**src/rtl/alu_pkg.sv**
```systemverilog
// Shared ALU control codes and execute-stage FSM encoding.
// Imported by the control decoder and the execute stage so both agree on codes.
package alu_pkg;

  localparam logic [3:0] ALU_AND = 4'b0000;
  localparam logic [3:0] ALU_OR  = 4'b0001;
  localparam logic [3:0] ALU_ADD = 4'b0010;
  localparam logic [3:0] ALU_SUB = 4'b0110;
  localparam logic [3:0] ALU_SLT = 4'b0111;
  localparam logic [3:0] ALU_NOR = 4'b1100;
  localparam logic [3:0] ALU_MUL = 4'b1000;

  typedef enum logic {
    S_IDLE = 1'b0,
    S_MUL  = 1'b1
  } state_t;

endpackage

```
**src/rtl/alu_mul_seq.sv**
```systemverilog
// Sequential shift-add unsigned multiplier: one multiplier bit per cycle,
// WIDTH cycles per product, low WIDTH bits kept.
module alu_mul_seq #(
  parameter int WIDTH = 32
) (
  input  logic             clk,
  input  logic             reset,
  input  logic             start,
  input  logic [WIDTH-1:0] a,
  input  logic [WIDTH-1:0] b,
  output logic             done,
  output logic [WIDTH-1:0] product
);

  localparam int CW = $clog2(WIDTH);

  logic [WIDTH-1:0] mcand;
  logic [WIDTH-1:0] mplier;
  logic [WIDTH-1:0] acc;
  logic [WIDTH-1:0] acc_next;
  logic [CW-1:0]    count;
  logic             run;

  assign acc_next = mplier[0] ? (acc + mcand) : acc;
  // product carries the last partial sum so the caller can register it on the done edge
  assign done     = run && (count == CW'(WIDTH - 1));
  assign product  = acc_next;

  always_ff @(posedge clk or posedge reset) begin
    if (reset) begin
      mcand  <= '0;
      mplier <= '0;
      acc    <= '0;
      count  <= '0;
      run    <= 1'b0;
    end else if (start) begin
      mcand  <= a;
      mplier <= b;
      acc    <= '0;
      count  <= '0;
      run    <= 1'b1;
    end else if (run) begin
      acc    <= acc_next;
      mcand  <= mcand << 1;
      mplier <= mplier >> 1;
      count  <= count + 1'b1;
      if (done) run <= 1'b0;
    end
  end

endmodule

```
**src/rtl/alu_exec.sv**
```systemverilog
// Execute-stage ALU: single-cycle logic/add/sub/slt, optional sequential MUL,
// valid/ready on both sides with registered result and flags.
module alu_exec
  import alu_pkg::*;
#(
  parameter int WIDTH  = 32,
  parameter bit MUL_EN = 1'b1
) (
  input  logic             clk,
  input  logic             reset,
  input  logic             in_valid,
  output logic             in_ready,
  input  logic [3:0]       alu_ctr,
  input  logic [WIDTH-1:0] a,
  input  logic [WIDTH-1:0] b,
  output logic             out_valid,
  input  logic             out_ready,
  output logic [WIDTH-1:0] result,
  output logic             zero,
  output logic             overflow,
  output logic             illegal,
  output logic             busy
);

  state_t state;
  state_t state_next;

  logic                    accept;
  logic                    is_mul;
  logic                    mul_start;
  logic                    mul_done;
  logic [WIDTH-1:0]        product;
  logic signed [WIDTH-1:0] a_s;
  logic signed [WIDTH-1:0] b_s;
  logic [WIDTH-1:0]        sum;
  logic [WIDTH-1:0]        diff;
  logic [WIDTH-1:0]        alu_res;
  logic                    alu_ovf;
  logic                    alu_ill;

  function automatic logic slt_fn(input logic signed [WIDTH-1:0] x,
                                  input logic signed [WIDTH-1:0] y);
    return x < y;
  endfunction

  assign in_ready  = (state == S_IDLE) && (!out_valid || out_ready);
  assign accept    = in_valid && in_ready;
  assign is_mul    = MUL_EN && (alu_ctr == ALU_MUL);
  assign mul_start = accept && is_mul;
  assign busy      = (state != S_IDLE);

  assign a_s  = a;
  assign b_s  = b;
  assign sum  = a + b;
  assign diff = a - b;

  always_comb begin
    alu_res = '0;
    alu_ovf = 1'b0;
    alu_ill = 1'b0;
    case (alu_ctr)
      ALU_AND: alu_res = a & b;
      ALU_OR:  alu_res = a | b;
      ALU_NOR: alu_res = ~(a | b);
      ALU_ADD: begin
        alu_res = sum;
        alu_ovf = (a[WIDTH-1] == b[WIDTH-1]) && (sum[WIDTH-1] != a[WIDTH-1]);
      end
      ALU_SUB: begin
        alu_res = diff;
        alu_ovf = (a[WIDTH-1] != b[WIDTH-1]) && (diff[WIDTH-1] != a[WIDTH-1]);
      end
      ALU_SLT: alu_res = {{(WIDTH-1){1'b0}}, slt_fn(a_s, b_s)};
      default: alu_ill = 1'b1;
    endcase
  end

  alu_mul_seq #(.WIDTH(WIDTH)) u_mul (
    .clk     (clk),
    .reset   (reset),
    .start   (mul_start),
    .a       (a),
    .b       (b),
    .done    (mul_done),
    .product (product)
  );

  always_ff @(posedge clk or posedge reset) begin
    if (reset) state <= S_IDLE;
    else       state <= state_next;
  end

  always_comb begin
    state_next = state;
    case (state)
      S_IDLE:  if (mul_start) state_next = S_MUL;
      S_MUL:   if (mul_done)  state_next = S_IDLE;
      default: state_next = S_IDLE;
    endcase
  end

  // output stage: a new result may overwrite a result being drained at the same edge
  always_ff @(posedge clk or posedge reset) begin
    if (reset) begin
      out_valid <= 1'b0;
      result    <= '0;
      zero      <= 1'b0;
      overflow  <= 1'b0;
      illegal   <= 1'b0;
    end else if ((state == S_MUL) && mul_done) begin
      out_valid <= 1'b1;
      result    <= product;
      zero      <= (product == '0);
      overflow  <= 1'b0;
      illegal   <= 1'b0;
    end else if (accept && !is_mul) begin
      out_valid <= 1'b1;
      result    <= alu_res;
      zero      <= (alu_res == '0);
      overflow  <= alu_ovf;
      illegal   <= alu_ill;
    end else if (out_valid && out_ready) begin
      out_valid <= 1'b0;
    end
  end

endmodule

```
**config.mk**
```make
export PLATFORM = sky130hd
export DESIGN_NAME = alu_exec
export DESIGN_NICKNAME = d
export VERILOG_FILES = /design/src/rtl/alu_pkg.sv /design/src/rtl/alu_mul_seq.sv /design/src/rtl/alu_exec.sv
export SDC_FILE = /design/constraint.sdc
export NUM_CORES = 1
export LEC_CHECK = 0
export BUFFER_PORTS_ARGS = -buffer_cell sky130_fd_sc_hd__clkbuf_2
export CORE_ASPECT_RATIO = 1.1
export CORE_UTILIZATION = 50
export CTS_CLUSTER_DIAMETER = 60
export CTS_CLUSTER_SIZE = 10
export DETAILED_ROUTE_END_ITERATION = 12
export GPL_TIMING_DRIVEN = 1
export HOLD_SLACK_MARGIN = 0.02
export PLACE_DENSITY = 0.71
export SLEW_MARGIN = 20
export SYNTH_ARGS = -nofsm -noshare
export SYNTH_HDL_FRONTEND = slang
export SYNTH_SLANG_ARGS = --single-unit
```
**constraint.sdc**
```tcl
create_clock -name clk -period 4.25 [get_ports clk]
set_input_delay 0.85 -clock clk [delete_from_list [all_inputs] [get_ports clk]]
set_output_delay 0.85 -clock clk [all_outputs]
set_load 0.02 [all_outputs]
```
==> results of run 1 <==
worst register-to-register path, delay by kind of cell, from the launching register on:
kind,cells,cell delay [ns]
adder cells (fa/ha/maj),2,0.68
XOR/XNOR,1,0.10
flip-flops,1,0.40
AO/OA/AOI/OAI,4,0.97
multiplexers,1,0.36
AND/OR/NAND/NOR,6,1.18
layout make-up:
| class | instances | share of cell area [%] |
|---|---|---|
| inverter | 104 | 2.58 |
| clock buffer | 21 | 3.15 |
| multi-input combinational | 1325 | 60.2 |
| sequential | 139 | 22.8 |
| tap | 352 | 2.89 |
| clock inverter | 11 | 0.706 |
| timing repair buffer | 184 | 7.60 |
cell families after synthesis:
| kind of cell | share of synthesized area, % |
|---|---|
| compound gates | 28.5 |
| buf+inv | 6.04 |
| simple gates | 17.5 |
| mux | 7.01 |
| fa+ha+maj | 12.7 |
| flops | 25.8 |
| xor+xnor | 2.34 |
how the worst max path moves through the flow:
stage	start	cells after the start	to
3_3_place_gp	a[0]	17	zero
3_5_place_dp	a[0]	17	zero
2_1_floorplan	a[0]	16	zero
6_report	a[0]	17	zero
5_1_grt	a[0]	17	zero
4_1_cts	a[0]	17	zero
sequential cells by signal, indices dropped and copies added (netlist names):
signal,flops
busy,1
illegal,1
out_valid,1
overflow,1
result,32
u_mul.acc,32
u_mul.count,5
u_mul.mcand,32
u_mul.mplier,32
u_mul.run,1
zero,1
placed cells by master (no fill, tap or decap), types with 6 or more instances in the layout:
| cell type | instances |
|---|---|
| a211o_1 | 7 |
| a211oi_1 | 38 |
| a21o_1 | 27 |
| a21oi_1 | 118 |
| a221o_1 | 18 |
| a221oi_1 | 24 |
| a22oi_1 | 14 |
| a31oi_1 | 13 |
| and2_1 | 13 |
| and3_1 | 11 |
| and4_1 | 6 |
| buf_4 | 71 |
| clkbuf_16 | 17 |
| clkbuf_2 | 109 |
| dfrtp_1 | 137 |
| ha_1 | 132 |
| inv_1 | 103 |
| mux2i_1 | 92 |
| nand2_1 | 173 |
| nand2b_1 | 16 |
| nand3_1 | 30 |
| nand4_1 | 23 |
| nor2_1 | 142 |
| nor2b_1 | 18 |
| nor3_1 | 24 |
| nor4_1 | 18 |
| o211ai_1 | 18 |
| o21a_1 | 14 |
| o21ai_0 | 128 |
| o21bai_1 | 10 |
| o221ai_1 | 25 |
| o22ai_1 | 10 |
| o31ai_1 | 16 |
| xnor2_1 | 23 |
| xor2_1 | 13 |
metal layers:
metal	up-vias	part of all wire, %
met5	-	0
met2	505	44
li1	6343	-
met4	0	3.6
met3	97	7.1
met1	6458	45
power by group through the flow:
stage	combinational [uW]	clock [uW]	sequential, uW
6_report	5710	1540	2440
3_5_place_dp	5620	0	2450
2_1_floorplan	4050	0	2450
4_1_cts	5660	1560	2430
3_3_place_gp	5490	0	2440
5_1_grt	6300	1610	2500
metrics by stage:
| step | TNS, ns | hold slack (ns) | setup WS, ns |
|---|---|---|---|
| 6_report | 0 | 0.511 | 0.278 |
| 5_1_grt | 0 | 0.520 | 0.00836 |
| 4_1_cts | 0 | 0.514 | 0.356 |
| 3_5_place_dp | -0.0735 | 0.501 | -0.0735 |
| 3_3_place_gp | -0.0170 | 0.487 | -0.0170 |
| 2_1_floorplan | 0 | 0.469 | 0.648 |
==> impl_metrics.csv, run 1 <==
group,metric,value,unit
outcome,outcome,"completed",
setup_path,worstReg2RegStart,"u_mul.acc[0]",
synthesis,syn_area_per_cell,8.07,sq um
setup_path,max_stage_delay,0.67,ns
finish,nFillCells,2418,
drt,detail-route-antenna-nets,0,
finish,drive_gt1_share,14.9,%
clocking,cts_setup_buffers,0,
setup_path,r2r_setup_slack,0.48,ns
grt,use_met3,5.14,%
grt,grt_max_degree,160,
pwr,p_total,9700,uW
place,io_buffer_count,109,
sta,fmax,252,MHz
clocking,cts_buffers,17,
worst_hold_path,hold_path_depth,2,
place,gp_congestion,0.949,
clocking,cts_max_level,4,
clocking,clk_path_buf_depth,2,
pwr,pwr_density_cell,636,nW/um^2
synthesis,syn_inst,1668,
pwr,internal-power,5120,uW
setup_path,crit_path_end_kind,"flop",
setup_path,crit_arrival,4.34,ns
floorplan,io_pins,110,
synthesis,synthFlopType,"dfrtp_1",
sta,finalSetupViolations,0,
pwr,p_leak,0.00713,uW
synthesis,ys_seq_area_share,25.8,%
setup_path,crit_chain,"clkbuf_2 -> inv_1 -> ha_1 -> inv_1 -> fa_1 -> nor2b_1 -> o221ai_1 -> a2111oi_1 -> or2_1 -> o221a_2 -> o221ai_1 -> nor4_1 -> nand2_1 -> nor4_1 -> and4b_1 -> nand4_1 -> nand3_1",
synthesis,synth_area,13500,sq um
floorplan,initial_core_util,51.2,%
finish,seqCellArea,3480,sq um
flow_run,maxCapViolations,0,
place,placedCellCount,2104,
setup_path,critPathLaunchType,"input port",
floorplan,fp.dieH,174,um
grt,use_met1,47.5,%
drt,vias,13400,
sta,fin_skew,0.0139,ns
worst_hold_path,hp-class,"reg2reg",
synthesis,yosysMostFrequentCell,"nand2_1",
clocking,clock-sinks,139,
pwr,p_comb_share,58.9,%
floorplan,core,26300,sq um
worst_hold_path,hp-start,"result[31]",
pwr,p_seq_share,25.2,%
synthesis,yosysWarnings,0,
setup_path,crit_type,"in2reg",
sta,hold_violations,0,
sta,max-slew-margin-rel,47.0,%
pwr,swShare,47.2,%
clocking,post_cts_resized,0,
drt,drt_first_pass_iters,6,
pwr,vdd_drop_max,0.776,mV
clocking,clk_latency,0.44,ns
synthesis,synth_common_cells,"nand2_1 (173), nor2_1 (143), dfrtp_1 (139), ha_1 (132), o21ai_0 (128)",
sta,layout_min_cycle_time,3.97,ns
floorplan,row_count,62,
finish,final_cells,2136,
drt,drc,0,
finish,area_growth,13.3,%
drt,routed_via_density,6.27,
synthesis,yosys.area.top_type,"dfrtp_1",
drt,finalWirelength,44800,um
grt,met2_usage,49.6,%
setup_path,r2r_cells,14,
grt,busiest_layer,"met2",
setup_path,path_buf_inv,3,
grt,grt-ovfl-total,0,
clocking,cts_tree,"yes",
sta,slew_violations,0,
floorplan,die_w,158,um
pwr,p_switching,4580,uW
clocking,cts.root.buffer_cell,"clkbuf_16",
finish,layout.nets,1978,
sta,tightest_slew,0.795,ns
finish,multi_input_area,9190,sq um
finish,fin_util,58.0,%
finish,num_antenna_cells,0,
place,detailed_place.area,14700,sq um
synthesis,netlist-cell-type-count,89,
synthesis,synthDominantCellAreaShare,25.8,%
clocking,holdBufCountCts,0,
drt,routedWlPerCell,21.0,um
setup_path,slowest_stage,"a2111oi_1",
sta,fin_crit_sh,93.5,%
setup_path,cp_max_fo,4,
synthesis,synth_edf_count,0,
worst_hold_path,holdPathEnd,"result[31]",
floorplan,fp.dieArea,27600,sq um
setup_path,worstPathRequired,4.62,ns
drt,drt_first_iter_violations,1167,
grt,antenna_found_initial,0,
grt,grt_util_all_layers,33.2,%
grt,grt_pass1_wl,70400,um
place,dp_hpwl,34200,um
pwr,clock_power_share,15.9,%
synthesis,synth_area_leaders,"dfrtp_1 (26%), ha_1 (12%), mux2i_1 (6.8%), nand2_1 (4.8%), o21ai_0 (4.8%)",
clocking,clkTransAtPathRegs,0.07,ns
synthesis,synth_nets,1875,
synthesis,async_flop_share,100,%
setup_path,rr_endpoint,"zero",
grt,grt_pass1_vias,12600,
synthesis,synth-seq-cells,139,
setup_path,crit_family,"simple AND/OR/NAND/NOR gates",
sta,rsz0062_at_grt,"no",
finish,fin_area,15300,sq um
(Power assumes the default switching activity.)
==> run 2: changes to the inputs <==
- ABC_AREA: unset -> 1
==> run 2 against run 1 <==
Against the previous run: largest power group unchanged; critical path type unchanged; critical path depth increased by 5; first-iteration DRC count increased by 49%; flip-flop and latch count unchanged; largest cell class unchanged.
==> impl_metrics.csv, run 2 <==
group,metric,value,unit
grt,grt_pass1_vias,15900,
clocking,holdBufCountCts,0,
clocking,clock-sinks,139,
synthesis,synth_edf_count,0,
synthesis,yosysWarnings,0,
grt,grt-ovfl-total,0,
floorplan,initial_core_util,51.3,%
floorplan,die_w,169,um
synthesis,synthFlopType,"dfrtp_1",
pwr,vdd_drop_max,0.387,mV
setup_path,cp_max_fo,5,
sta,hold_violations,0,
clocking,cts_setup_buffers,0,
sta,fin_crit_sh,80.3,%
drt,detail-route-antenna-nets,0,
clocking,post_cts_resized,0,
finish,layout.nets,2813,
clocking,clkTransAtPathRegs,0.06,ns
worst_hold_path,hp-class,"reg2reg",
synthesis,synth-seq-cells,139,
place,io_buffer_count,109,
finish,fin_area,16700,sq um
floorplan,core,29800,sq um
finish,num_antenna_cells,0,
setup_path,path_buf_inv,3,
drt,routedWlPerCell,19.7,um
floorplan,fp.dieH,185,um
setup_path,crit_top_cell,"nand2_1",
setup_path,crit_chain,"clkbuf_2 -> inv_1 -> ha_1 -> inv_1 -> fa_1 -> nand2_2 -> nand2_1 -> nand3b_1 -> nand2_1 -> nand2_1 -> nand2_1 -> o21ai_1 -> nor2_1 -> nor2_1 -> nand2_1 -> nor2_1 -> nand3b_1 -> nor2_1 -> nand2_1 -> nand2_1 -> nand2_1 -> nand2_1",
drt,drc,0,
flow_run,maxCapViolations,0,
outcome,outcome,"completed",
synthesis,synth_area_leaders,"dfrtp_1 (23%), nand2_1 (22%), inv_1 (12%), ha_1 (11%), nand3_1 (6.2%)",
floorplan,row_count,66,
finish,final_common_cell,"nand2_1",
floorplan,io_pins,110,
synthesis,synth_nets,2750,
drt,drt_first_pass_iters,7,
synthesis,synthDominantCellAreaShare,22.8,%
synthesis,yosysMostFrequentCell,"nand2_1",
drt,drt_first_iter_violations,1738,
synthesis,ys_seq_area_share,22.8,%
floorplan,fp.dieArea,31300,sq um
setup_path,crit_type,"in2reg",
sta,layout_min_cycle_time,3.41,ns
sta,max-slew-margin-rel,34.9,%
drt,routed_via_density,5.60,
grt,grt_max_degree,140,
sta,tns,0,ns
drt,finalWirelength,59800,um
drt,vias,17000,
grt,grt_util_all_layers,38.3,%
grt,grt_pass1_wl,89700,um
grt,antenna_found_initial,0,
clocking,cts_buffers,17,
setup_path,crit_family,"simple AND/OR/NAND/NOR gates",
setup_path,max_stage_delay,0.43,ns
sta,rsz0062_at_grt,"no",
place,dp_hpwl,46900,um
clocking,cts_max_level,4,
finish,area_growth,8.99,%
synthesis,syn_inst,2543,
clocking,cts_tree,"yes",
sta,fmax,293,MHz
setup_path,crit_arrival,3.80,ns
sta,fin_skew,0.0174,ns
pwr,p_leak,0.00956,uW
synthesis,netlist-cell-type-count,46,
clocking,cts.root.buffer_cell,"clkbuf_16",
sta,tightest_slew,0.974,ns
setup_path,worstPathRequired,4.63,ns
clocking,clk_path_buf_depth,2,
sta,finalSetupViolations,0,
place,gp_congestion,1.06,
synthesis,syn_area_per_cell,6.01,sq um
setup_path,slowest_stage,"fa_1",
synthesis,async_flop_share,100,%
synthesis,synth_area,15300,sq um
synthesis,synth_common_cells,"nand2_1 (902), inv_1 (480), nand3_1 (189), nor2_1 (179), dfrtp_1 (139)",
finish,final_cell_mix,"nand2_1 (902), inv_1 (479), nand3_1 (189)",
sta,slew_violations,0,
finish,drive_gt1_share,7.75,%
sta,setup_ws,0.836,ns
place,pre_cts_ws,0.450,ns
clocking,clk_latency,0.45,ns
setup_path,critPathLaunchType,"input port",
place,detailed_place.area,16100,sq um
pwr,pwr_density_cell,480,nW/um^2
setup_path,crit_path_end_kind,"flop",
synthesis,yosys.area.top_type,"dfrtp_1",
==> run 2: kinds of logic after synthesis <==
kind of cell	share of synthesized area, %
and+or+nand+nor	36.9
buffers and inverters	15.1
AOI/OAI and AO/OA	13.1
DFF	22.8
adders and majority gates	11.2
xor gates and xnor gates	1.03
==> run 2: layout make-up <==
class	instances	area (sq um)
multi-input cells	1837	9540
clock buffers	20	457
flip-flops and latches	139	3480
well taps	408	510
fillers	3047	13200
repair buffers	126	736
clock inverters	12	113
inverters	485	1830
==> run 2: worst register-to-register path: stages (launching register included) <==
cell and delay, ns:
dfrtp_1 0.40, ha_1 0.26, fa_1 0.46, nand2_1 0.09
inv_1 0.05, nand2_1 0.05, nand2_1 0.13, nand3_1 0.10
nand3_1 0.15, nand2_1 0.24, nand2_1 0.08, nand2_1 0.06
nand3_1 0.06, nand2_1 0.18, nand2_1 0.07, nor2_1 0.13
nand2_1 0.08, nor2_1 0.09, nand3_1 0.08, nand2_1 0.07
nand2_1 0.04, nand2_1 0.05
==> run 2: worst paths after layout <==
check / cells after the start / end / slack, ns / from
max: 22 / zero / 0.84 / a[0]
min: 2 / u_mul.mplier[30] / 0.50 / u_mul.mplier[30]
max reg2reg: 21 / zero / 1.26 / u_mul.acc[0]
min reg2reg: 2 / u_mul.mplier[30] / 0.50 / u_mul.mplier[30]
max in group asynchronous: 3 / u_mul.acc[21] / 3.02 / reset
min in group asynchronous: 3 / u_mul.mcand[5] / 0.62 / reset
==> run 2: through the flow <==
| stage | hold WS (ns) | total power, uW | util (%) | std cells |
|---|---|---|---|---|
| final | 0.495 | 8000 | 55.9 | 3027 |
| after global routing | 0.514 | 8540 | 55.9 | 3027 |
| after CTS | 0.495 | 7920 | 55.9 | 3027 |
| after detailed placement | 0.480 | 6390 | 54.0 | 2995 |
| after global placement | 0.471 | 6340 | 54.0 | 2995 |
| after floorplan | 0.459 | 5040 | - | 2543 |
==> run 2: power breakdown <==
part / internal [uW] / switching, uW / total, uW
clock: 842 / 676 / 1520
combinational: 1340 / 2920 / 4250
sequential: 1820 / 407 / 2230
total: 4000 / 4000 / 8000
==> run 2: routing by layer <==
| metal | up-vias | global-route usage [%] | wire length (um) |
|---|---|---|---|
| met5 | - | 0 | 0 |
| met4 | 0 | 14.3 | 1910 |
| met3 | 128 | 6.94 | 4970 |
| met2 | 788 | 63.0 | 27400 |
| met1 | 7901 | 50.0 | 25500 |
| li1 | 8148 | - | - |
